`config.mk`:
```
export PLATFORM = sky130hd
export DESIGN_NAME = cla_nibble_seq
export DESIGN_NICKNAME = d
export VERILOG_FILES = /design/src/rtl/cla_nibble_seq.sv
export SDC_FILE = /design/constraint.sdc
export NUM_CORES = 1
export LEC_CHECK = 0
export CORE_AREA = 2 2 81 83
export DETAILED_ROUTE_END_ITERATION = 16
export DIE_AREA = 0 0 83 85
export GPL_ROUTABILITY_DRIVEN = 0
export PLACE_DENSITY = 0.75
export REMOVE_ABC_BUFFERS = 1
export SLEW_MARGIN = 20
export SYNTH_ARGS = -nofsm -noshare
export SYNTH_HDL_FRONTEND = slang
export SYNTH_SLANG_ARGS = --single-unit
```
`constraint.sdc`:
```
create_clock -name clk -period 4.7 [get_ports clk]
set_input_delay 0.47 -clock clk [delete_from_list [all_inputs] [get_ports clk]]
set_output_delay 0.47 -clock clk [all_outputs]
set_load 0.05 [all_outputs]
```
`src/rtl/cla_nibble_seq.sv`:
```
// ============================================================================
// Module   : cla_nibble_seq
// Brief    : Multi-cycle adder that reuses one 4-bit carry-lookahead slice,
//            LSB nibble first, with valid/ready on operands and result.
// Revision : 1.0 - initial release
// ============================================================================
`default_nettype none

module cla_nibble_seq #(
    parameter int WIDTH = 16
) (
    input  logic             clk,
    input  logic             rst_n,
    input  logic             start_valid,
    output logic             start_ready,
    input  logic [WIDTH-1:0] A_in,
    input  logic [WIDTH-1:0] B_in,
    input  logic             C_in,
    output logic [WIDTH-1:0] S,
    output logic             CO,
    output logic             OVF,
    output logic             done_valid,
    input  logic             done_ready,
    output logic             busy
);

    localparam int c_nibbles = WIDTH / 4;
    localparam int c_cnt_w   = (c_nibbles > 1) ? $clog2(c_nibbles) : 1;
    localparam logic [c_cnt_w-1:0] c_last_nib = c_cnt_w'(c_nibbles - 1);

    localparam logic [1:0] c_st_idle = 2'd0;
    localparam logic [1:0] c_st_run  = 2'd1;
    localparam logic [1:0] c_st_done = 2'd2;

    logic [1:0]         r_state;
    logic [WIDTH-1:0]   r_a;
    logic [WIDTH-1:0]   r_b;
    logic               r_carry;
    logic [c_cnt_w-1:0] r_cnt;
    logic [WIDTH-1:0]   r_s;
    logic               r_co;
    logic               r_ovf;
    logic               r_done_valid;
    logic               r_busy;
    logic               r_start_ready;

    logic [3:0] w_a;
    logic [3:0] w_b;
    logic [3:0] w_g;
    logic [3:0] w_p;
    logic [4:0] w_c;
    logic [3:0] w_sum;

    // Select the operand nibbles addressed by the current slice index.
    always_comb begin
        w_a = '0;
        w_b = '0;
        for (int k = 0; k < c_nibbles; k++) begin
            if (r_cnt == c_cnt_w'(k)) begin
                w_a = r_a[4*k +: 4];
                w_b = r_b[4*k +: 4];
            end
        end
    end

    assign w_g = w_a & w_b;
    assign w_p = w_a ^ w_b;

    // Every carry is a flat sum of products of g/p and the slice carry-in.
    assign w_c[0] = r_carry;
    assign w_c[1] = w_g[0]
                  | (w_p[0] & r_carry);
    assign w_c[2] = w_g[1]
                  | (w_p[1] & w_g[0])
                  | (w_p[1] & w_p[0] & r_carry);
    assign w_c[3] = w_g[2]
                  | (w_p[2] & w_g[1])
                  | (w_p[2] & w_p[1] & w_g[0])
                  | (w_p[2] & w_p[1] & w_p[0] & r_carry);
    assign w_c[4] = w_g[3]
                  | (w_p[3] & w_g[2])
                  | (w_p[3] & w_p[2] & w_g[1])
                  | (w_p[3] & w_p[2] & w_p[1] & w_g[0])
                  | (w_p[3] & w_p[2] & w_p[1] & w_p[0] & r_carry);

    assign w_sum = w_p ^ w_c[3:0];

    always_ff @(posedge clk or negedge rst_n) begin
        if (!rst_n) begin
            r_state       <= c_st_idle;
            r_a           <= '0;
            r_b           <= '0;
            r_carry       <= 1'b0;
            r_cnt         <= '0;
            r_s           <= '0;
            r_co          <= 1'b0;
            r_ovf         <= 1'b0;
            r_done_valid  <= 1'b0;
            r_busy        <= 1'b0;
            r_start_ready <= 1'b1;
        end else begin
            case (r_state)
                c_st_idle: begin
                    if (start_valid) begin
                        r_a           <= A_in;
                        r_b           <= B_in;
                        r_carry       <= C_in;
                        r_cnt         <= '0;
                        r_s           <= '0;
                        r_co          <= 1'b0;
                        r_ovf         <= 1'b0;
                        r_start_ready <= 1'b0;
                        r_busy        <= 1'b1;
                        r_state       <= c_st_run;
                    end
                end
                c_st_run: begin
                    for (int k = 0; k < c_nibbles; k++) begin
                        if (r_cnt == c_cnt_w'(k)) begin
                            r_s[4*k +: 4] <= w_sum;
                        end
                    end
                    r_carry <= w_c[4];
                    // The counter stops on the last nibble; accept reloads it.
                    if (r_cnt == c_last_nib) begin
                        r_co         <= w_c[4];
                        r_ovf        <= w_c[3] ^ w_c[4];
                        r_done_valid <= 1'b1;
                        r_state      <= c_st_done;
                    end else begin
                        r_cnt <= r_cnt + c_cnt_w'(1);
                    end
                end
                c_st_done: begin
                    if (done_ready) begin
                        r_done_valid  <= 1'b0;
                        r_busy        <= 1'b0;
                        r_start_ready <= 1'b1;
                        r_state       <= c_st_idle;
                    end
                end
                default: begin
                    r_done_valid  <= 1'b0;
                    r_busy        <= 1'b0;
                    r_start_ready <= 1'b1;
                    r_state       <= c_st_idle;
                end
            endcase
        end
    end

    assign start_ready = r_start_ready;
    assign busy        = r_busy;
    assign done_valid  = r_done_valid;
    assign S           = r_s;
    assign CO          = r_co;
    assign OVF         = r_ovf;

endmodule

`default_nettype wire
```
==> metrics.csv <==
metric;value;unit
buffer depth of the longest clock path;2;
worst reg2reg path endpoint;CO$_DFFE_PN0P_;
Pwr Density;836;nW/um^2
via/cell ratio;5.65;
DR iter-0 viols;149;
largest net degree at the start of global routing;59;
CP max FO;16;
worst min-delay path category;in -> async;
Setup TNS Final;0;ns
Lkg Pwr;1.58;nW
reg2reg path depth;9;
critical-path cell list;inv_1 -> ha_1 -> nor2b_1 -> a221oi_1 -> o31ai_1 -> ha_1 -> a211o_1 -> a21oi_1 -> o311ai_0;
post-synthesis average cell area;11.7;um^2
biggest area consumer among synthesized cells;dfrtp_1;
CTS tree;yes;
Initial Utilization;48.0;%
status;finished, final reports clean;
Worst-Skew Late Latency;0.34;ns
Synth top area share;47.9;%
IO Count;58;
CP Capture Type;flop;
reg2reg start;r_cnt[1]$_DFFE_PN0P_;
global-route track usage on met2;28.7;%
H-tree levels;3;
final wirelength;6100;um
Setup-failing EPs final;0;
# diodes;0;
Die Area;7060;um^2
max_cap viols;0;
Area Growth Syn to Fin;27.8;%
met3 Use GR;5.93;%
Root Buffer;clkbuf_8;
crit path time final;3.19;ns
top cells by area, synth;dfrtp_1 48%, mux2_2 14%, ha_1 3.4%, nor2b_1 3.4%, a221oi_1 2.4%;
Syn. warnings;0;
Post-synth EDFFs;0;
total gr overflow;0;
dominant synthesized flop cell;dfrtp_1;
reg2reg setup slack;1.51;ns
post-synthesis cell area;2980;um^2
Post-Synthesis Cells;254;
Yosys cell types;44;
remaining antenna violation count;0;
Pwr Total;3.18;mW
per-cell routed wire length;15.7;um
Reg clk slew, reported paths;0.07;ns
Layout Nets;354;
Post-DP Area;3580;um^2
multi-input logic area;1420;um^2
most frequent CP cell;ha_1;
final core occ;61.3;%
most frequent cells in the layout;57 x dfrtp_1, 56 x clkdlybuf4s50_1, 38 x mux2_2;
clock sink count;58;
Slew headroom;37.8;%
Post-CTS Setup Bufs;0;
GRT Util Overall;18.8;%
Die Ht;85;um
kind of critical path;reg -> reg;
commonest non-fill, non-tap cell in the layout;dfrtp_1;
vias in the first global route;2287;
layout cell share with drive strength beyond 1;19.9;%
Buffers on Ports;57;
first-pass GRT wire length;10800;um
DP Worst Slack;1.56;ns
post-CTS resize count;0;
slowest library cell on the worst path;a21oi_1;
critical path launch point type;flop;
FF+latch count, synth;58;
GRT Max-Usage Layer;met2;
Tcrit/Tclk final;67.8;%
PnR worst setup slack;1.51;ns
antenna violations before repair;0;
maximum VDD drop;0.398;mV
clock skew;0.0101;ns
CP Data Required Time;4.88;ns
Die W;83;um
Worst Path Arrival;3.37;ns
Remaining DRCs;0;
fin area;3800;um^2
CP peak stage delay;0.52;ns
crit-path leading delay family;compound AO/OA/AOI/OAI gates;
RSZ-0062 raised after global routing;no;
standard-cell row count;29;
Worst Path Buf+Inv;1;
Max Slew Vio Count;0;
slew at the pin closest to its max-slew limit;0.934;ns
fillers;507;
Final HPWL DP;4280;um
Final Hold Fails;0;
ys async rst share;100;%
Core Area;6200;um^2
iteration count of the initial detailed-routing pass;4;
hold_buf cts;0;
top achievable clock speed;0.314;GHz
via count;2196;
sequential share of the synthesized area;48.8;%
Num CTS Buffers;9;
grt met1 use;25.9;%
Register Area;1450;um^2
==> cells in the mapped netlist (2+ instances only) <==
| cell | instances |
|---|---|
| a21oi_1 | 3 |
| nand2b_1 | 2 |
| or3_1 | 2 |
| a22o_1 | 3 |
| o41ai_1 | 4 |
| inv_1 | 8 |
| o311ai_0 | 2 |
| a221oi_1 | 8 |
| o21ai_0 | 14 |
| mux2_2 | 38 |
| a211oi_1 | 2 |
| o211ai_1 | 8 |
| nand2_1 | 12 |
| clkbuf_1 | 8 |
| dfrtp_1 | 57 |
| o21bai_1 | 2 |
| and4b_1 | 4 |
| nand3b_1 | 2 |
| or4_1 | 4 |
| o31ai_1 | 9 |
| nor2b_1 | 16 |
| a21o_1 | 2 |
| ha_1 | 8 |
| buf_2 | 6 |
| mux2i_1 | 4 |
| nor2_1 | 6 |
| or2_2 | 3 |
==> where the power goes <==
| group | internal [mW] | switching, mW |
|---|---|---|
| logic | 0.750 | 0.990 |
| clock network | 0.324 | 0.195 |
| registers | 0.735 | 0.186 |
| total | 1.81 | 1.37 |
==> per-layer routing <==
layer | routed length, um | share of wire, %
met5 | 0 | 0
met4 | 56 | 0.92
met3 | 308 | 5.0
met2 | 2780 | 46
met1 | 2950 | 48
==> how the worst max path moves through the flow <==
stage | startpoint | slack (ns) | to | depth (start not counted)
floorplan | r_cnt[1]$_DFFE_PN0P_ | 2.04 | S[10]$_DFFE_PN0P_ | 9
global placement | r_cnt[1]$_DFFE_PN0P_ | 1.71 | CO$_DFFE_PN0P_ | 9
detailed placement | r_cnt[1]$_DFFE_PN0P_ | 1.56 | r_carry$_DFFE_PN0P_ | 9
CTS | r_cnt[1]$_DFFE_PN0P_ | 1.54 | CO$_DFFE_PN0P_ | 9
global route | r_cnt[1]$_DFFE_PN0P_ | 1.15 | r_carry$_DFFE_PN0P_ | 8
finish | r_cnt[1]$_DFFE_PN0P_ | 1.51 | CO$_DFFE_PN0P_ | 9
==> area by class of cell <==
cell class	instances	share of cell area (%)
flip-flops and latches	58	38.2
multi-input cells	172	37.3
repair buffers	59	15.3
clock buffers	11	3.98
well taps	77	2.53
clock inverters	4	1.97
inverters	8	0.789
==> cells by family (layout without fill, tap and decap cells) <==
logic type,Yosys count,after routing,synth area share (%)
AO/OA/AOI/OAI,65,65,16.1
XOR/XNOR,1,1,0.294
buffers and inverters,24,82,3.53
multiplexers,43,43,16.1
adder cells (fa/ha/maj),9,9,4.04
AND/OR/NAND/NOR,54,54,11.1
flip-flops,58,58,48.8
==> sequential cells by signal, indices dropped and copies added (netlist names) <==
signal / count
S: 16
r_a: 16
r_b: 16
r_cnt: 2
r_state: 2
CO: 1
OVF: 1
busy: 1
done_valid: 1
r_carry: 1
start_ready: 1
==> per-stage QoR <==
stage / instances / hold slack (ns)
finish: 389 / 0.261
detailed placement: 374 / 0.490
CTS: 389 / 0.296
floorplan: 238 / 0.174
global route: 389 / 0.353
global placement: 374 / 0.484
No activity file was read; power rests on OpenSTA's default activity.
